==> config.mk <==
export PLATFORM = sky130hd
export DESIGN_NAME = cpu_cmd_sequencer
export DESIGN_NICKNAME = d
export VERILOG_FILES = /design/src/rtl/cpu_pkg.sv /design/src/rtl/cmd_fifo.sv /design/src/rtl/cpu_cmd_sequencer.sv
export SDC_FILE = /design/constraint.sdc
export NUM_CORES = 2
export LEC_CHECK = 0
export BUFFER_PORTS_ARGS = -buffer_cell sky130_fd_sc_hd__buf_2
export CAP_MARGIN = 40
export CORE_UTILIZATION = 50
export DETAILED_ROUTE_END_ITERATION = 6
export PLACE_DENSITY = 0.78
export SKIP_CTS_REPAIR_TIMING = 1
export SLEW_MARGIN = 15
export SYNTH_ARGS = -nofsm -noshare
export SYNTH_HDL_FRONTEND = slang
export SYNTH_SLANG_ARGS = --single-unit
==> constraint.sdc <==
create_clock -name clk -period 22.4 [get_ports clk]
set_input_delay 4.48 -clock clk [delete_from_list [all_inputs] [get_ports clk]]
set_output_delay 4.48 -clock clk [all_outputs]
set_load 0.005 [all_outputs]
==> src/rtl/cpu_pkg.sv <==
// Shared CPU constants, the queued command format and sequencer state encoding.
// Latency: n/a (types and constants only).
// Backpressure: n/a.
package cpu_pkg;

  localparam int unsigned DATA_W = 512;
  localparam int unsigned ADDR_W = 9;
  localparam int unsigned REG_W  = 2;
  localparam int unsigned OP_W   = 3;

  localparam logic [OP_W-1:0] OP_LOAD  = 3'b000;
  localparam logic [OP_W-1:0] OP_STORE = 3'b001;
  localparam logic [OP_W-1:0] OP_ADD   = 3'b010;
  localparam logic [OP_W-1:0] OP_MUL   = 3'b011;
  localparam logic [OP_W-1:0] OP_INIT  = 3'b100;

  // One queued command; reg_sel is the register select (reg is a keyword).
  typedef struct packed {
    logic [OP_W-1:0]   op;
    logic [REG_W-1:0]  reg_sel;
    logic [ADDR_W-1:0] addr;
    logic [DATA_W-1:0] init;
  } cmd_t;

  typedef enum logic {
    ST_IDLE = 1'b0,
    ST_EXEC = 1'b1
  } seq_state_t;

  // Number of cycles a command holds the CPU inputs.
  function automatic logic [2:0] op_cycles(input logic [OP_W-1:0] op,
                                           input logic [2:0]      load_cyc,
                                           input logic [2:0]      store_cyc);
    logic [2:0] cyc;
    cyc = 3'd1;
    if (op == OP_LOAD) begin
      cyc = load_cyc;
    end else if (op == OP_STORE) begin
      cyc = store_cyc;
    end
    return cyc;
  endfunction

endpackage

==> src/rtl/cmd_fifo.sv <==
// Generic synchronous FIFO with flush; pointers carry one wrap bit.
// Latency: a push is visible at the head one cycle after the pushing edge.
// Backpressure: push ignored when full; flush drops contents and a same-edge push.
module cmd_fifo
  import cpu_pkg::*;
#(
  parameter int unsigned DEPTH = 4,
  parameter int unsigned WIDTH = $bits(cmd_t)
) (
  input  logic             clk,
  input  logic             rst_n,
  input  logic             push,
  input  logic [WIDTH-1:0] push_dat,
  input  logic             pop,
  input  logic             flush,
  output logic [WIDTH-1:0] head_dat,
  output logic             full,
  output logic             empty
);

  localparam int unsigned AW = $clog2(DEPTH);

  logic [AW:0]      wr_ptr;
  logic [AW:0]      rd_ptr;
  logic [WIDTH-1:0] mem [DEPTH];
  logic             push_ok;
  logic             pop_ok;

  assign full     = (wr_ptr[AW] != rd_ptr[AW]) && (wr_ptr[AW-1:0] == rd_ptr[AW-1:0]);
  assign empty    = (wr_ptr == rd_ptr);
  assign push_ok  = push && !full && !flush;
  assign pop_ok   = pop && !empty && !flush;
  assign head_dat = mem[rd_ptr[AW-1:0]];

  // Pointer update; flush snaps the read pointer onto the pre-edge write pointer.
  always_ff @(posedge clk) begin
    if (!rst_n) begin
      wr_ptr <= '0;
      rd_ptr <= '0;
    end else if (flush) begin
      rd_ptr <= wr_ptr;
    end else begin
      if (push_ok) wr_ptr <= wr_ptr + 1'b1;
      if (pop_ok)  rd_ptr <= rd_ptr + 1'b1;
    end
  end

  // Storage write; contents need no reset because empty gates every read.
  always_ff @(posedge clk) begin
    if (push_ok) mem[wr_ptr[AW-1:0]] <= push_dat;
  end

endmodule

==> src/rtl/cpu_cmd_sequencer.sv <==
// Queues CPU commands and holds each on the CPU inputs for its cycle count (perf counters: CPU_CMD_SEQ_PERF_EN).
// Latency: pushed at edge E into an idle empty queue, driven to the CPU from edge E+1.
// Backpressure: cmd_ready = !full from registered state; a pop frees a slot only the next cycle.
module cpu_cmd_sequencer
  import cpu_pkg::*;
#(
  parameter int unsigned     DEPTH        = 4,
  parameter int unsigned     LOAD_CYCLES  = 2,
  parameter int unsigned     STORE_CYCLES = 1,
  parameter logic [OP_W-1:0] IDLE_OP      = 3'b011
) (
  input  logic              clk,
  input  logic              rst_n,
  input  logic              cmd_valid,
  output logic              cmd_ready,
  input  logic [OP_W-1:0]   cmd_op,
  input  logic [REG_W-1:0]  cmd_reg,
  input  logic [ADDR_W-1:0] cmd_addr,
  input  logic [DATA_W-1:0] cmd_init,
  input  logic              flush,
  output logic [OP_W-1:0]   cpu_instruction,
  output logic [REG_W-1:0]  cpu_reg_addr,
  output logic [ADDR_W-1:0] cpu_mem_address,
  output logic [DATA_W-1:0] cpu_init_value,
  output logic              busy,
  output logic              done,
  output logic [OP_W-1:0]   done_op
`ifdef CPU_CMD_SEQ_PERF_EN
  ,
  output logic [15:0]       perf_retired,
  output logic [15:0]       perf_stall
`endif
);

  seq_state_t        state, state_nxt;
  logic [2:0]        hold, hold_nxt;
  logic [OP_W-1:0]   instr_nxt;
  logic [REG_W-1:0]  reg_nxt;
  logic [ADDR_W-1:0] addr_nxt;
  logic [DATA_W-1:0] init_nxt;
  logic              done_nxt;
  logic [OP_W-1:0]   done_op_nxt;
  logic              take_head;
  logic              fifo_full;
  logic              fifo_empty;
  cmd_t              push_cmd;
  cmd_t              head_cmd;
  logic [2:0]        head_cycles;

  assign push_cmd    = '{op: cmd_op, reg_sel: cmd_reg, addr: cmd_addr, init: cmd_init};
  assign head_cycles = op_cycles(head_cmd.op, 3'(LOAD_CYCLES), 3'(STORE_CYCLES));
  assign cmd_ready   = !fifo_full;
  assign busy        = (state == ST_EXEC) || !fifo_empty;

  cmd_fifo #(
    .DEPTH (DEPTH),
    .WIDTH ($bits(cmd_t))
  ) u_fifo (
    .clk      (clk),
    .rst_n    (rst_n),
    .push     (cmd_valid),
    .push_dat (push_cmd),
    .pop      (take_head),
    .flush    (flush),
    .head_dat (head_cmd),
    .full     (fifo_full),
    .empty    (fifo_empty)
  );

  // Next state and next CPU drive: issue from the queue, count down the hold, or fall idle.
  always_comb begin
    state_nxt   = state;
    hold_nxt    = hold;
    instr_nxt   = cpu_instruction;
    reg_nxt     = cpu_reg_addr;
    addr_nxt    = cpu_mem_address;
    init_nxt    = cpu_init_value;
    done_nxt    = 1'b0;
    done_op_nxt = done_op;
    take_head   = 1'b0;

    case (state)
      ST_IDLE: begin
        take_head = !fifo_empty && !flush;
      end
      ST_EXEC: begin
        if (hold != 3'd0) begin
          hold_nxt = hold - 3'd1;
          if (hold == 3'd1) begin
            done_nxt    = 1'b1;
            done_op_nxt = cpu_instruction;
          end
        end else if (!fifo_empty && !flush) begin
          take_head = 1'b1;
        end else begin
          state_nxt = ST_IDLE;
          instr_nxt = IDLE_OP;
          reg_nxt   = '0;
          addr_nxt  = '0;
          init_nxt  = '0;
        end
      end
      default: begin
        state_nxt = ST_IDLE;
      end
    endcase

    // A flush edge never issues: the discarded head must not reach the CPU.
    if (take_head) begin
      state_nxt = ST_EXEC;
      hold_nxt  = head_cycles - 3'd1;
      instr_nxt = head_cmd.op;
      reg_nxt   = head_cmd.reg_sel;
      addr_nxt  = head_cmd.addr;
      init_nxt  = (head_cmd.op == OP_INIT) ? head_cmd.init : '0;
      if (head_cycles == 3'd1) begin
        done_nxt    = 1'b1;
        done_op_nxt = head_cmd.op;
      end
    end
  end

  // State, hold counter and every CPU-facing output are registered here.
  always_ff @(posedge clk) begin
    if (!rst_n) begin
      state           <= ST_IDLE;
      hold            <= 3'd0;
      cpu_instruction <= IDLE_OP;
      cpu_reg_addr    <= '0;
      cpu_mem_address <= '0;
      cpu_init_value  <= '0;
      done            <= 1'b0;
      done_op         <= '0;
    end else begin
      state           <= state_nxt;
      hold            <= hold_nxt;
      cpu_instruction <= instr_nxt;
      cpu_reg_addr    <= reg_nxt;
      cpu_mem_address <= addr_nxt;
      cpu_init_value  <= init_nxt;
      done            <= done_nxt;
      done_op         <= done_op_nxt;
    end
  end

`ifdef CPU_CMD_SEQ_PERF_EN
  // Saturating counts of retired commands and of stalled offers.
  always_ff @(posedge clk) begin
    if (!rst_n) begin
      perf_retired <= 16'd0;
      perf_stall   <= 16'd0;
    end else begin
      if (done && (perf_retired != 16'hFFFF)) perf_retired <= perf_retired + 16'd1;
      if (cmd_valid && !cmd_ready && (perf_stall != 16'hFFFF)) perf_stall <= perf_stall + 16'd1;
    end
  end
`endif

endmodule

==> impl_metrics.json <==
{
  "tightestPinTransition_ns": 1.16,
  "fin_crit_ns": 7.55,
  "syn_nets": 4558,
  "synth.distinct_cells": 40,
  "synth.avg_cell_area_um2": 22.9,
  "crit_path_end": "u_fifo.mem[0][72]",
  "maxSlewViolCount": 0,
  "synthTopCellsByArea": "edfxtp_1 (69%), mux4_2 (13%), dfxtp_1 (12%), a22o_1 (5.0%), clkbuf_1 (0.73%)",
  "yosysTopAreaCellShare": 0.686,
  "grt_setup_unrepaired": "no",
  "drtIter0Drc": 4166,
  "ys_ff_latch": 2646,
  "io_buffers": 1061,
  "insertion_delay_ns": 0.89,
  "grt_start_max_net_pins": 170,
  "synth-main-ff-cell": "edfxtp_1",
  "power.density_mw_per_mm2": 94.4,
  "antenna_found_initial": 114,
  "cts_root_buf": "clkbuf_16",
  "critPathLaunchType": "input pin",
  "maxCapViolCount": 0,
  "drive_above_1_share": 0.380,
  "grt_first_pass_wirelength_um": 306000,
  "nets": 5707,
  "post-route-drc-count": 0,
  "peakVddDrop_v": 0.0000878,
  "clockBufferDepth": 3,
  "initial_utilization": 0.503,
  "fin_hold_ws_ns": 0.470,
  "h-tree-depth": 4,
  "cts_made_buffers": 241,
  "worstReg2RegEnd": "cpu_init_value[312]",
  "gp_congestion": 0.816,
  "finalCritPeriodShare": 0.337,
  "n_fill_cell": 12353,
  "viasPerCell": 5.83,
  "status": "finished, final reports clean",
  "required_ns": 22.95,
  "num_io_pins": 1062,
  "dp_cells": 7384,
  "fin_setup_tns_ns": 0,
  "netlist_area_mm2": 0.0920,
  "leakage_nw": 37.9,
  "layoutNonFillerInstCount": 7924,
  "synthArstFlopShare": 0,
  "clock.fmax_mhz": 132,
  "synth_common_cells": "edfxtp_1 (2104), dfxtp_1 (542), mux4_2 (526)",
  "ys_seq_area_frac": 0.804,
  "path_class": "in2reg",
  "synth_edf_count": 2104,
  "power.total_mw": 10.3,
  "dpl.hpwl_um": 128000,
  "yosys.area.top_type": "edfxtp_1",
  "critPathArrivalTime_ns": 8.10,
  "numClockSinks": 2646,
  "relSlewSlack": 0.227,
  "hold_path_class": "reg2reg",
  "overflow": 0,
  "endpoint_kind": "flip-flop",
  "die_y_um": 431,
  "core_area_mm2": 0.183,
  "setup_viol": 0,
  "yosysWarningCount": 0,
  "r2r_cells": 9,
  "wl_per_cell_um": 26.8,
  "cts_tree": "done",
  "totalWireLength_um": 212000,
  "reg2reg_slack_ns": 17.88,
  "hp-start": "cpu_mem_address[4]",
  "cts.reportedPaths.clkPinSlew_ns": 0.06,
  "grt_usage": 0.222,
  "postRouteAntennaNets": 0,
  "grt_pass1_vias": 46625,
  "yosysMostFrequentCell": "edfxtp_1",
  "die_area_mm2": 0.186,
  "cp_max_fo": 47,
  "skew_ns": 0.0517,
  "worstSetupStartpoint": "cmd_valid",
  "syn_inst": 4020,
  "die_w_um": 431,
  "hold_viol": 0,
  "syn_to_final_growth_pct": 18.6,
  "vias": 46163,
  "firstDrtPassIters": 5,
  "rows": 157
}
[area by class of cell]
cell class                      instances  area [um^2]  area share
Timing Repair Buffer                 1142         6600      0.0604
Clock inverter                        130         1460      0.0134
Antenna cell                           72          180     0.00165
Multi-Input combinational cell       1130        17100       0.156
Clock buffer                          332         6730      0.0616
Sequential cell                      2646        74000       0.678
Tap cell                             2464         3080      0.0282
Inverter                                8         30.0    0.000275
[through the flow]
| step | instance area (um^2) | util | setup slack [ns] |
|---|---|---|---|
| floorplan | 92000 | - | 4.39 |
| global placement | 100000 | 0.547 | 13.04 |
| detailed placement | 101000 | 0.550 | 13.96 |
| CTS | 109000 | 0.595 | 14.89 |
| global route | 109000 | 0.597 | 14.75 |
| finish | 109000 | 0.597 | 14.85 |
[worst max-delay path, cell delays in order]
cell and delay (ns):
buf_2 0.07, inv_1 0.07, a311oi_1 0.32, buf_2 0.26, and2_4 0.48, buf_4 0.65, buf_4 0.70, buf_4 0.57
buf_12 0.31
[worst min-delay path by stage]
| stage | slack (ns) | cells past startpoint | end |
|---|---|---|---|
| finish | 0.47 | 1 | cpu_mem_address[4] |
| global route | 0.49 | 1 | cpu_init_value[66] |
| CTS | 0.48 | 1 | cpu_mem_address[6] |
| detailed placement | 0.46 | 1 | cpu_init_value[332] |
| global placement | 0.45 | 1 | cpu_init_value[427] |
| floorplan | 0.47 | 1 | cpu_init_value[427] |
[power breakdown]
group | total [mW] | switching, mW | internal, mW
sequential | 5.47 | 0.0459 | 5.43
clock | 4.16 | 1.78 | 2.38
combinational | 0.668 | 0.364 | 0.303
total | 10.3 | 2.19 | 8.11
[kinds of logic after synthesis]
family                     after synthesis  share of synthesized area
buffers and inverters                  244                     0.0107
adders and majority gates                8                    0.00109
and+or+nand+nor                         32                    0.00194
AOI/OAI and AO/OA                      553                     0.0521
xor gates and xnor gates                 6                   0.000571
DFF                                   2646                      0.804
muxes                                  531                      0.129
[sequential cells by signal, summed over array words and instances (netlist names), 2 cells and up, named ones only]
name / cells
cpu_instruction: 3
u_fifo.wr_ptr: 3
u_fifo.rd_ptr: 3
u_fifo.mem: 2104
hold: 3
cpu_init_value: 512
done_op: 3
cpu_mem_address: 9
cpu_reg_addr: 2
[placed cells by master, fill, tap and decap left out, types with 3 or more instances in the layout]
cell type	synthesis	routed
a21oi_1	8	8
clkinv_4	0	4
buf_12	0	21
clkinv_8	0	5
clkbuf_8	0	29
mux4_2	526	526
nand3_1	4	4
and2_4	0	4
diode_2	0	72
buf_2	53	1062
bufinv_16	0	24
clkbuf_16	0	244
inv_1	8	8
a22o_1	524	524
nor3_1	4	3
dfxtp_1	542	540
mux2i_1	4	4
clkbuf_1	180	59
clkinv_1	0	33
edfxtp_1	2104	2104
a211oi_1	3	3
o21ai_0	3	3
clkinv_2	0	36
clkinv_16	0	4
inv_6	0	5
xnor2_1	5	5
ha_1	8	8
buf_4	0	38
buf_16	0	21
clkinvlp_4	0	17
nand2_1	6	6
nor2_1	4	4
[routing by layer]
metal | global-route usage | vias up | part of all wire
li1 | - | 19411 | -
met1 | 0.264 | 23959 | 0.36
met2 | 0.365 | 2144 | 0.51
met3 | 0.0608 | 575 | 0.078
met4 | 0.129 | 74 | 0.056
met5 | 0 | - | 0.0023
Note: power is estimated with default switching activity, not from simulation.
